$ cat src/rtl/alu_arbiter.sv
// alu_arbiter: round-robin arbiter sharing one combinational ALU between two
// requesters, with a single registered result slot.
//   clk, reset                  : clock, synchronous active-high reset
//   reqN_valid / reqN_ready     : requester N handshake (ready = granted now)
//   reqN_srca/srcb/ctrl         : requester N operands and ALU control code
//   alu_srca/alu_srcb/alu_ctrl  : granted operands to the shared ALU (0 if idle)
//   alu_result                  : combinational ALU result, captured on grant
//   rsp_valid/rsp_ready         : result slot handshake
//   rsp_id/rsp_result           : owner and value of the held result
module alu_arbiter #(
   parameter logic FIRST_PRIO = 1'b0
) (
   input  logic        clk,
   input  logic        reset,
   input  logic        req0_valid,
   output logic        req0_ready,
   input  logic [31:0] req0_srca,
   input  logic [31:0] req0_srcb,
   input  logic [2:0]  req0_ctrl,
   input  logic        req1_valid,
   output logic        req1_ready,
   input  logic [31:0] req1_srca,
   input  logic [31:0] req1_srcb,
   input  logic [2:0]  req1_ctrl,
   output logic [31:0] alu_srca,
   output logic [31:0] alu_srcb,
   output logic [2:0]  alu_ctrl,
   input  logic [31:0] alu_result,
   output logic        rsp_valid,
   input  logic        rsp_ready,
   output logic        rsp_id,
   output logic [31:0] rsp_result
);
   typedef enum logic {EMPTY, FULL} state_t;
   state_t      r_state, w_next;
   logic        r_any;
   logic        r_last;
   logic        r_id;
   logic [31:0] r_result;
   logic        w_free;
   logic        w_pick1;
   logic        w_gnt0;
   logic        w_gnt1;
   always_ff @(posedge clk) begin
      if (reset) begin
         r_state  <= EMPTY;
         r_any    <= 1'b0;
         r_last   <= 1'b0;
         r_id     <= 1'b0;
         r_result <= '0;
      end else begin
         r_state <= w_next;
         if (w_gnt0 | w_gnt1) begin
            r_any    <= 1'b1;
            r_last   <= w_gnt1;
            r_id     <= w_gnt1;
            r_result <= alu_result;
         end
      end
   end
   // The slot can refill in the same cycle it drains.
   // On a tie, favour the side not granted last, or FIRST_PRIO before any grant.
   always_comb begin
      w_next     = r_state;
      w_free     = (r_state == EMPTY) | rsp_ready;
      w_pick1    = r_any ? ~r_last : FIRST_PRIO;
      w_gnt0     = ~reset & w_free & req0_valid & (~req1_valid | ~w_pick1);
      w_gnt1     = ~reset & w_free & req1_valid & (~req0_valid | w_pick1);
      req0_ready = w_gnt0;
      req1_ready = w_gnt1;
      alu_srca   = w_gnt0 ? req0_srca : w_gnt1 ? req1_srca : '0;
      alu_srcb   = w_gnt0 ? req0_srcb : w_gnt1 ? req1_srcb : '0;
      alu_ctrl   = w_gnt0 ? req0_ctrl : w_gnt1 ? req1_ctrl : 3'b000;
      if (w_gnt0 | w_gnt1)
         w_next = FULL;
      else if (r_state == FULL && rsp_ready)
         w_next = EMPTY;
   end
   assign rsp_valid  = (r_state == FULL);
   assign rsp_id     = r_id;
   assign rsp_result = r_result;
endmodule

$ cat config.mk
export PLATFORM = sky130hd
export DESIGN_NAME = alu_arbiter
export DESIGN_NICKNAME = d
export VERILOG_FILES = /design/src/rtl/alu_arbiter.sv
export SDC_FILE = /design/constraint.sdc
export NUM_CORES = 1
export LEC_CHECK = 0
export CORE_MARGIN = 5
export CORE_UTILIZATION = 33
export DETAILED_ROUTE_END_ITERATION = 7
export PLACE_DENSITY_LB_ADDON = 0.05
export SLEW_MARGIN = 25
export SYNTH_ARGS = -nofsm -noshare
export SYNTH_HDL_FRONTEND = slang
export SYNTH_SLANG_ARGS = --single-unit
$ cat constraint.sdc
create_clock -name clk -period 1.7 [get_ports clk]
set_input_delay 0.34 -clock clk [delete_from_list [all_inputs] [get_ports clk]]
set_output_delay 0.34 -clock clk [all_outputs]
set_load 0.01 [all_outputs]
-- Word-level counts from Yosys, hierarchy flattened
Index checks and enable logic that the tools add are counted.
Widths: inputs -> output; s select.
- register bits: 35
- output and inout port bits: 103
- input bits: 171
- word-level logic and storage cells: 30
- multiplexer cells: 9
- bitwise operators: 15
- reductions and logical operators: 2
- operator list (kind ; count):
    $mux 32 ; 4
    $mux 3 ; 2
    $not 1->1 ; 6
    $and 1x1->1 ; 5
    $or 1x1->1 ; 4
    $mux 1 ; 3
    $reduce_bool 2->1 ; 1
    $logic_and 1x1->1 ; 1

-- Depth between registers and ports, before layout
Gate-level depths: netlist (run 1).
- depth in word-level cells: 7
- mapped depth: 6

-- Worst setup path after synthesis (run 1)
OpenSTA, ideal clock, no wires.
- kind: input to output
- from: input req1_valid
- to: output alu_srcb[15]
- data arrival time: 1.176 ns
- path slack: 0.184 ns
- buffers on the path: 3
- stages on the path: 6
- cell sequence: buf_4 -> nand3b_4 -> buf_6 -> buf_6 -> and3_1 -> o21a_1
- cells in the longest elaborated chain, start to end: 4
- RTL lines (element ; RTL line ; RTL):
    start: declaration ; 20 ; input logic req1_valid,
    $and 1x1->1 or $not 1->1 (tied branches) ; 68, 67 ;
    $and 1x1->1 or $or 1x1->1 (tied branches) ; 68, 67 ;
    $mux 32 or $and 1x1->1 (tied branches) ; 72, 67 ;
    $mux 32 (*) ; 72 ; alu_srcb = w_gnt0 ? req0_srcb : w_gnt1 ? req1_srcb : '0;
    end: declaration ; 26 ; output logic [31:0] alu_srcb,
Mark *: on every way between the ends. The rest lies on a longest branch, timed or not.

==> out/results.tsv, run 1 <==
stage	metric	value	unit
run_status	status	finished with violations	
run_status	failing checks	setup timing	
timing	Slew @ Worst Pin	0.347	ns
timing	final hold viol count	0	
finish	nets	912	
logic_synthesis	post-synthesis instance total	483	
finish	multi-input logic area	0.00226	mm2
finish	Synth-to-Final Area Change	96.4	%
routing	vias per cell	5.30	
clock_tree	CTS Buf Count	5	
floorplan	Die X	110	um
worst_setup_path	reg2reg start	rsp_valid	
global_route	gr ovfl total	0	
logic_synthesis	Mapped Area	0.00327	mm2
timing	fin worst setup slack	-0.222	ns
logic_synthesis	Synthesized Nets	654	
global_route	largest net degree at the start of global routing	51	
clock_tree	# hold bufs at CTS	0	
place	IO Port Bufs	273	
routing	iteration count of the initial detailed-routing pass	4	
clock_tree	clk sink count	35	
timing	skew final	0.00813	ns
timing	RSZ-0062 raised after global routing	true	
finish	Storage cell area	704	um2
power_and_ir_drop	Flop pwr share	0.282	
timing	crit path time final	1.92	ns
global_route	Total Routing Usage GR	0.251	
hold_path	hold path start	req0_valid	
place	dpl ws	-0.668	ns
floorplan	Die ar.	0.0120	mm2
power_and_ir_drop	P_sw	0.00102	W
worst_setup_path	worst-path maximum fanout	30	
floorplan	Ports	274	
place	RePlAce Congestion	0.833	
routing	Vias	4645	
place	DP Cell Count	851	
routing	post-route ant nets	0	
power_and_ir_drop	Total Power	0.00325	W
finish	fin area	0.00642	mm2
power_and_ir_drop	clock network power share	0.242	
routing	DRC violations left	0	
floorplan	core area	0.00973	mm2
hold_path	WHS Endpoint	rsp_id	
clock_tree	Clock Latency Late Sink	0.29	ns
clock_tree	clock slew at reported path FFs	0.08	ns
worst_setup_path	Worst setup EP type	output port	
clock_tree	H-tree Lvls	2	
logic_synthesis	Distinct cells, synth	21	
run	Max Cap Viol	0	
finish	Final Non-Filler Cells	876	
clock_tree	CTS tree	yes	
place	Detailed Place HPWL	11.4	mm
global_route	first-pass GRT wire length	24.2	mm
logic_synthesis	Mapped Avg Cell Area	6.77	um2
worst_setup_path	WP data arrival	1.58	ns
logic_synthesis	Synth Warn #	0	
finish	number of fillers in the final layout	881	
timing	hold slack	0.453	ns
power_and_ir_drop	P_int	0.00223	W
worst_setup_path	FF-to-FF End	rsp_result[1]	
worst_setup_path	Startpoint Class	flip-flop	
routing	wire per inst	18.8	um
power_and_ir_drop	switch share	0.315	
timing	Slew headroom	0.769	
clock_tree	clock root buffer	clkbuf_8	
power_and_ir_drop	LEAKAGE	2.93	nW
power_and_ir_drop	combinational share of power	0.476	
worst_setup_path	cells on worst reg2reg path	5	
timing	crit share post-route	1.13	
power_and_ir_drop	Pwr per Cell Area	507	mW/mm2
floorplan	Initial Utilization	0.336	
routing	WL final	16.5	mm
hold_path	hold path cells	3	
global_route	antenna violations before repair	1	
logic_synthesis	Seq/Total Area, Yosys	0.214	
floorplan	row cnt	36	
clock_tree	clock buffer depth	2	
timing	Peak Freq	520	MHz
worst_setup_path	Req. time, crit path	1.36	ns
place	Post-Place Cell Area	0.00619	mm2
finish	layout cell share with drive strength beyond 1	0.202	
worst_setup_path	Worst Path Class, Setup	reg2out	
worst_setup_path	reg2reg setup slack	0.47	ns
timing	Slew Viols, Final	0	
power_and_ir_drop	worst vdd ir	0.574	mV
timing	Final Setup Violations	69	
routing	drt initial violations	333	
floorplan	Die Height	110	um
logic_synthesis	synthesized flop and latch total	35	
hold_path	min-delay worst type	in2reg	
global_route	number of global-route vias before repair	4369	
==> power by group through the flow <==
stage	logic (W)	registers (W)	clock network, W
5_1_grt	0.00166	0.000928	0.000834
2_1_floorplan	0.000580	0.000960	0
3_3_place_gp	0.00145	0.000932	0
6_report	0.00155	0.000918	0.000787
3_5_place_dp	0.00147	0.000934	0
4_1_cts	0.00151	0.000919	0.000795
==> cell usage in the layout, fill, tap and decap left out, drive strengths merged <==
cell / Yosys / routed
clkdlybuf4s50: 0 / 200
buf: 41 / 111
nand2: 100 / 100
and3: 69 / 69
a21oi: 68 / 68
o21a: 67 / 67
dfxtp: 35 / 35
nand4: 32 / 32
o211ai: 32 / 32
clkbuf: 26 / 9
a31oi: 3 / 3
nor2: 3 / 3
dlygate4sd2: 0 / 2
nor2b: 2 / 2
nand2b: 2 / 2
diode: 0 / 1
nand3b: 1 / 1
clkinv: 0 / 1
or2: 1 / 1
bufinv: 0 / 1
clkinvlp: 0 / 1
inv: 1 / 1
clkdlybuf4s15: 0 / 1
==> cell usage after synthesis, drive strengths merged <==
master / instances / area [um2]
a21oi: 68 / 378
a31oi: 3 / 18.8
and3: 69 / 432
buf: 41 / 254
clkbuf: 26 / 97.6
dfxtp: 35 / 701
inv: 1 / 3.75
nand2: 100 / 375
nand2b: 2 / 12.5
nand3b: 1 / 20.0
nand4: 32 / 200
nor2: 3 / 13.8
nor2b: 2 / 12.5
o211ai: 32 / 240
o21a: 67 / 503
or2: 1 / 6.26
==> critical path: stages (launching register included) <==
cell and delay [ns]:
dfxtp_2 0.34, nand3b_4 0.19, buf_12 0.18, and3_1 0.19
o21a_1 0.16, clkdlybuf4s15_2 0.23
==> metal layers <==
layer	vias to the layer above	wire [um]	track usage
met5	-	0	0
met4	0	453	0.0632
met3	29	1460	0.0634
met2	181	8300	0.449
met1	2183	6300	0.298
li1	2252	-	-
==> worst max path at each step <==
stage | from | endpoint | slack [ns] | cells after the start
floorplan | req1_valid | alu_srcb[15] | 0.18 | 6
global placement | rsp_ready | alu_srcb[8] | -0.66 | 6
detailed placement | rsp_ready | alu_srcb[8] | -0.67 | 6
CTS | rsp_id | alu_srca[20] | -0.26 | 5
global route | rsp_id | alu_srca[9] | -0.29 | 5
finish | rsp_id | alu_srca[9] | -0.22 | 5
==> what timing repair did <==
| item | in CTS | in global routing |
|---|---|---|
| gates cloned | 5 | 4 |
| gates resized for setup | 310 | 14 |
| endpoints found under the setup margin | 69 | 69 |
| buffers inserted | 7 | 2 |
| pin swaps | 1 | 2 |
==> cells by family after synthesis <==
family / synth area share
compound gates: 0.349
simple gates: 0.328
flops: 0.214
buf+inv: 0.109
==> through the flow <==
stage / utilization / TNS (ns)
after floorplan: - / 0
final: 0.660 / -8.91
after global routing: 0.660 / -13.61
after CTS: 0.648 / -9.73
after detailed placement: 0.636 / -42.64
after global placement: 0.636 / -43.31
==> sequential cells by signal, summed over array words and instances, names as in the netlist <==
signal and cells:
rsp_result 32, r_any 1, rsp_id 1, rsp_valid 1
==> final cells by class <==
class,instances,share of cell area
multi-input cells,380,0.353
flip-flops and latches,35,0.110
diodes,1,0.000390
clock inverters,3,0.00721
repair buffers,318,0.493
inverters,1,0.000585
clock buffers,5,0.0107
well taps,133,0.0259
Power figures use the tool's default switching activity.
==> run 2: changes to the inputs <==
--- a/config.mk
+++ b/config.mk
@@ -5,10 +5,12 @@
 export SDC_FILE = /design/constraint.sdc
 export NUM_CORES = 1
 export LEC_CHECK = 0
-export CORE_MARGIN = 5
-export CORE_UTILIZATION = 33
+export CORE_AREA = 2 2 107 109
 export DETAILED_ROUTE_END_ITERATION = 7
+export DIE_AREA = 0 0 109 111
+export DONT_BUFFER_PORTS = 1
 export PLACE_DENSITY_LB_ADDON = 0.05
+export SETUP_SLACK_MARGIN = 0.02
 export SLEW_MARGIN = 25
 export SYNTH_ARGS = -nofsm -noshare
 export SYNTH_HDL_FRONTEND = slang
==> run 2 against run 1 <==
- the run still ends with setup timing left
- register-to-register slack about the same
- worst hold slack worse by 0.34 ns
- utilization down 30 points
- total power down 11%
- combinational power down 46%
- non-clock buffer count down 292
- clock power up 40%
- critical path type unchanged
==> out/results.tsv, run 2 (synthesis gave the netlist of run 1 again) <==
stage	metric	value	unit	change
run_status	status	finished with violations		
run_status	failing checks	setup timing		
hold_path	hold path cells	1		-2
timing	RSZ-0062 raised after global routing	true		
routing	drt initial violations	265		-20%
worst_setup_path	Crit path max-delay family	simple AND/OR/NAND/NOR gates		
timing	crit path time final	1.78	ns	-0.143 ns
global_route	antenna violations before repair	0		-1
floorplan	Die X	109	um	-0.47%
global_route	largest net degree at the start of global routing	140		+170%
worst_setup_path	worst-path maximum fanout	29		-3.3%
floorplan	Die ar.	0.0121	mm2	+0.88%
clock_tree	CTS Buf Count	5		unchanged
worst_setup_path	Crit-path slowest cell	dfxtp_2		
routing	Vias	3543		-24%
routing	DRC violations left	0		unchanged
worst_setup_path	Buf/Inv on CP	1		-1
routing	WL final	13.4	mm	-19%
place	IO Port Bufs	0		-100%
clock_tree	CTS tree	yes		
finish	Storage cell area	704	um2	unchanged
global_route	gr ovfl total	0		unchanged
finish	Antenna Cells	0		-1
timing	Final Setup Violations	63		-8.7%
worst_setup_path	Worst setup EP type	output port		
power_and_ir_drop	LEAKAGE	1.72	nW	-41%
finish	multi-input logic area	0.00252	mm2	+11%
finish	fin area	0.00401	mm2	-38%
run	Max Cap Viol	0		unchanged
place	Detailed Place HPWL	7.85	mm	-31%
power_and_ir_drop	worst vdd ir	0.570	mV	-0.64%
timing	Slew Viols, Final	0		unchanged
power_and_ir_drop	Total Power	0.00289	W	-11%
worst_setup_path	Req. time, crit path	1.36	ns	about the same
global_route	number of global-route vias before repair	2965		-32%
place	Post-Place Cell Area	0.00326	mm2	-47%
global_route	Total Routing Usage GR	0.177		-0.0738
routing	wire per inst	22.5	um	+20%
timing	Slew headroom	0.552		-0.216
global_route	first-pass GRT wire length	16.9	mm	-30%
finish	Synth-to-Final Area Change	22.6	%	
finish	most frequent cells in the layout	100 x nand2_1, 55 x and3_1, 55 x a21oi_1, 40 x o21a_1		
hold_path	min-delay worst type	in2reg		
clock_tree	clk sink count	35		unchanged
timing	skew final	0.00467	ns	-0.00346 ns
floorplan	Die Height	111	um	+1.4%
place	RePlAce Congestion	0.727		-13%
floorplan	Initial Utilization	0.295		-0.0409
worst_setup_path	cells on worst reg2reg path	4		-1
routing	post-route ant nets	0		unchanged
worst_setup_path	CP Cell Sequence	nand3b_4, clkbuf_16, and3_1, o21a_4		
floorplan	Ports	274		unchanged
timing	Peak Freq	562	MHz	+8.0%
timing	final hold viol count	0		unchanged
worst_setup_path	CP Depth	4		-1
clock_tree	# hold bufs at CTS	0		unchanged
worst_setup_path	WP data arrival	1.44	ns	-0.14 ns
finish	max FFs per register	32		unchanged
timing	fin worst setup slack	-0.0795	ns	+0.143 ns
floorplan	row cnt	39		+8.3%
timing	Slew @ Worst Pin	0.671	ns	+0.324 ns
clock_tree	clock slew at reported path FFs	0.06	ns	-0.02 ns
finish	number of fillers in the final layout	1186		+35%
clock_tree	clock root buffer	clkbuf_16		
clock_tree	H-tree Lvls	2		unchanged
finish	most common cell after layout, fill and taps aside	nand2_1		
power_and_ir_drop	Pwr per Cell Area	722	mW/mm2	+42%
finish	layout cell share with drive strength beyond 1	0.216		+0.0134
worst_setup_path	Worst path max stage delay	0.33	ns	about the same
routing	iteration count of the initial detailed-routing pass	4		unchanged
floorplan	core area	0.0111	mm2	+14%
worst_setup_path	Startpoint Class	flip-flop		
clock_tree	Clock Latency Late Sink	0.28	ns	about the same
finish	nets	620		-32%
clock_tree	clock buffer depth	2		unchanged
worst_setup_path	Worst Path Class, Setup	reg2out		
routing	vias per cell	5.97		+13%
timing	crit share post-route	1.05		-0.0840
[run 2: worst paths after layout]
| kind | from | endpoint | slack (ns) |
|---|---|---|---|
| setup / recovery | rsp_id | alu_srca[16] | -0.08 |
| hold / removal | reset | rsp_valid | 0.12 |
| setup reg to reg | rsp_valid | rsp_result[15] | 0.48 |
| hold reg to reg | rsp_result[2] | rsp_result[2] | 0.54 |
[run 2: cell type report]
class	instances	area share
well taps	143	0.0446
inverters	1	0.000937
clock buffers	6	0.0347
repair buffers	26	0.106
multi-input cells	380	0.628
flip-flops and latches	35	0.176
clock inverters	2	0.00968
[run 2: stage by stage]
stage	instances	utilization	worst slack [ns]	hold WS [ns]	TNS (ns)
2_1_floorplan	483	-	0.184	0.409	0
3_3_place_gp	574	0.294	0.187	0.415	0
3_5_place_dp	574	0.294	0.190	0.413	0
4_1_cts	587	0.326	-0.0793	0.110	-2.46
5_1_grt	593	0.362	-0.122	0.113	-6.55
6_report	593	0.362	-0.0795	0.117	-3.17
[run 2: what timing repair did]
item                       in CTS  in global routing
pin swaps                      11                  2
setup buffers                   2                  0
gates resized for setup        20                 40
cloned                          3                  6
setup endpoints to repair      69                 69
[run 2: metal layers]
metal | track usage | wire length (um)
met4 | 0.0282 | 151
met3 | 0.0617 | 1390
met2 | 0.310 | 6510
met1 | 0.209 | 5320
met5 | 0 | 0
[run 2: report_power, final]
group          internal (W)  switching, W  leakage [nW]
sequential         0.000885     0.0000769         0.291
clock              0.000737      0.000362        0.0875
combinational      0.000381      0.000451          1.34
total               0.00200      0.000889          1.72
[run 2: worst register-to-register path, stage by stage (launching register included)]
cell and delay (ns):
dfxtp_2 0.37, nor2b_4 0.18, buf_4 0.35, o211ai_1 0.16, nand2_1 0.10
==> run 3: changes to the inputs <==
--- a/config.mk
+++ b/config.mk
@@ -11,6 +11,7 @@
 export DONT_BUFFER_PORTS = 1
 export PLACE_DENSITY_LB_ADDON = 0.05
 export SETUP_SLACK_MARGIN = 0.02
+export SKIP_CTS_REPAIR_TIMING = 1
 export SLEW_MARGIN = 25
 export SYNTH_ARGS = -nofsm -noshare
 export SYNTH_HDL_FRONTEND = slang
==> run 3 against run 2 <==
- the flow still finishes with violations (setup timing)
- worst hold slack better by 0.00091 ns
- critical path depth unchanged
- routed wire length down 2.8%
- clock skew hardly changed
- critical endpoint is now alu_ctrl[2]
- final cell count down 0.51%
- utilization is 1.8 points lower
- design area is 4.9% lower
- global-route usage is 1.1 points lower
- via count is 0.17% higher
==> out/results.tsv, run 3 (synthesis gave the netlist of run 1 again) <==
stage	metric	value	unit	change
run_status	status	finished with violations		
finish	most frequent cells in the layout	100 x nand2_1, 61 x o21a_1, 54 x a21oi_1, 46 x and3_1		
routing	post-route ant nets	0		unchanged
power_and_ir_drop	worst vdd ir	0.570	mV	about the same
finish	most common cell after layout, fill and taps aside	nand2_1		
worst_setup_path	Worst Path Class, Setup	reg2out		
hold_path	min-delay worst type	in2reg		
finish	Antenna Cells	0		unchanged
global_route	antenna violations before repair	0		unchanged
clock_tree	clock slew at reported path FFs	0.06	ns	about the same
worst_setup_path	WP data arrival	1.43	ns	about the same
clock_tree	H-tree Lvls	2		unchanged
run_status	failing checks	setup timing		
floorplan	Initial Utilization	0.295		unchanged
worst_setup_path	Buf/Inv on CP	1		unchanged
worst_setup_path	Worst Setup EP	alu_ctrl[2]		
timing	hold slack	0.118	ns	+0.000910 ns
timing	Final Setup Violations	68		+7.9%
place	RePlAce Congestion	0.727		unchanged
routing	DRC violations left	0		unchanged
clock_tree	clk sink count	35		unchanged
timing	RSZ-0062 raised after global routing	true		
clock_tree	CTS Buf Count	5		unchanged
place	Detailed Place HPWL	7.85	mm	unchanged
routing	drt initial violations	291		+9.8%
clock_tree	Clock Latency Late Sink	0.28	ns	about the same
floorplan	core area	0.0111	mm2	unchanged
routing	Vias	3549		+0.17%
finish	final core occ	0.344		-0.0178
floorplan	Die X	109	um	unchanged
worst_setup_path	cells on worst reg2reg path	4		unchanged
worst_setup_path	Crit-path slowest cell	dfxtp_2		
timing	final hold viol count	0		unchanged
worst_setup_path	reg2reg start	rsp_valid		
worst_setup_path	CP Cell Sequence	nand3b_4, clkbuf_16, and3_1, o21a_2		
floorplan	Die Height	111	um	unchanged
finish	nets	617		-0.48%
finish	number of fillers in the final layout	1181		-0.42%
hold_path	hold path cells	1		unchanged
worst_setup_path	FF-to-FF End	rsp_result[12]		
power_and_ir_drop	LEAKAGE	1.63	nW	-5.4%
routing	vias per cell	6.02		+0.68%
routing	wire per inst	22.0	um	-2.3%
worst_setup_path	Startpoint Class	flip-flop		
worst_setup_path	Crit path max-delay family	simple AND/OR/NAND/NOR gates		
timing	Slew Viols, Final	0		unchanged
timing	Slew headroom	0.551		-0.00163
finish	fin area	0.00381	mm2	-4.9%
finish	max FFs per register	32		unchanged
global_route	Total Routing Usage GR	0.166		-0.0109
timing	skew final	0.00502	ns	+0.000346 ns
routing	WL final	13.0	mm	-2.8%
timing	setup_tns	-3.14	ns	+0.0304 ns
worst_setup_path	worst-path maximum fanout	15		-48%
worst_setup_path	Req. time, crit path	1.36	ns	about the same
floorplan	Die ar.	0.0121	mm2	unchanged
clock_tree	CTS tree	yes		
timing	fin worst setup slack	-0.0750	ns	+0.00459 ns
place	Post-Place Cell Area	0.00326	mm2	unchanged
floorplan	row cnt	39		unchanged
global_route	number of global-route vias before repair	2862		-3.5%
global_route	first-pass GRT wire length	16.0	mm	-5.6%
timing	Slew @ Worst Pin	0.674	ns	+0.00244 ns
global_route	gr ovfl total	0		unchanged
worst_setup_path	CP Depth	4		unchanged
timing	crit share post-route	1.04		-0.00270
worst_setup_path	launch point of the worst path	rsp_id		
timing	Peak Freq	563	MHz	+0.26%
timing	crit path time final	1.77	ns	-0.00459 ns
finish	Synth-to-Final Area Change	16.6	%	
floorplan	Ports	274		unchanged
global_route	largest net degree at the start of global routing	140		unchanged
power_and_ir_drop	Pwr per Cell Area	738	mW/mm2	+2.3%
routing	iteration count of the initial detailed-routing pass	7		+3
worst_setup_path	Worst setup EP type	output port		
clock_tree	clock buffer depth	2		unchanged
place	IO Port Bufs	0		unchanged
clock_tree	clock root buffer	clkbuf_16		
finish	layout cell share with drive strength beyond 1	0.186		-0.0299
worst_setup_path	reg2reg setup slack	0.48	ns	about the same
worst_setup_path	Worst path max stage delay	0.33	ns	about the same
run	Max Cap Viol	0		unchanged
==> run 3: how the worst min path moves through the flow <==
| stage | endpoint | slack [ns] | start |
|---|---|---|---|
| 2_1_floorplan | rsp_valid | 0.41 | reset |
| 5_1_grt | rsp_valid | 0.11 | reset |
| 4_1_cts | rsp_valid | 0.12 | reset |
| 3_5_place_dp | rsp_valid | 0.41 | reset |
| 6_report | rsp_valid | 0.12 | reset |
| 3_3_place_gp | rsp_valid | 0.41 | reset |
==> run 3: layer usage <==
metal	share of wire	routed length [um]	vias to the layer above	track usage
met4	0.012	151	0	0.0265
met1	0.39	5060	1671	0.198
met2	0.49	6400	201	0.285
met3	0.11	1380	16	0.0629
li1	-	-	1661	-
met5	0	0	-	0
==> run 3: power breakdown <==
group	internal, W	switching [W]	total [W]
Clock	0.000737	0.000363	0.00110
Combinational	0.000331	0.000419	0.000750
Sequential	0.000885	0.0000771	0.000962
==> run 3: layout make-up <==
cell class	count	area [um2]	share of cell area
clock buffers	6	139	0.0365
clock inverters	2	38.8	0.0102
inverters	1	3.75	0.000985
multi-input cells	380	2400	0.631
flip-flops and latches	35	704	0.185
well taps	143	179	0.0470
repair buffers	23	342	0.0897
==> run 3: stage by stage <==
| stage | power [W] | setup slack, ns | std cells |
|---|---|---|---|
| after global placement | 0.00160 | 0.187 | 574 |
| after global routing | 0.00293 | -0.123 | 590 |
| final | 0.00281 | -0.0750 | 590 |
| after CTS | 0.00271 | -0.114 | 582 |
| after floorplan | 0.00154 | 0.184 | 483 |
| after detailed placement | 0.00160 | 0.190 | 574 |
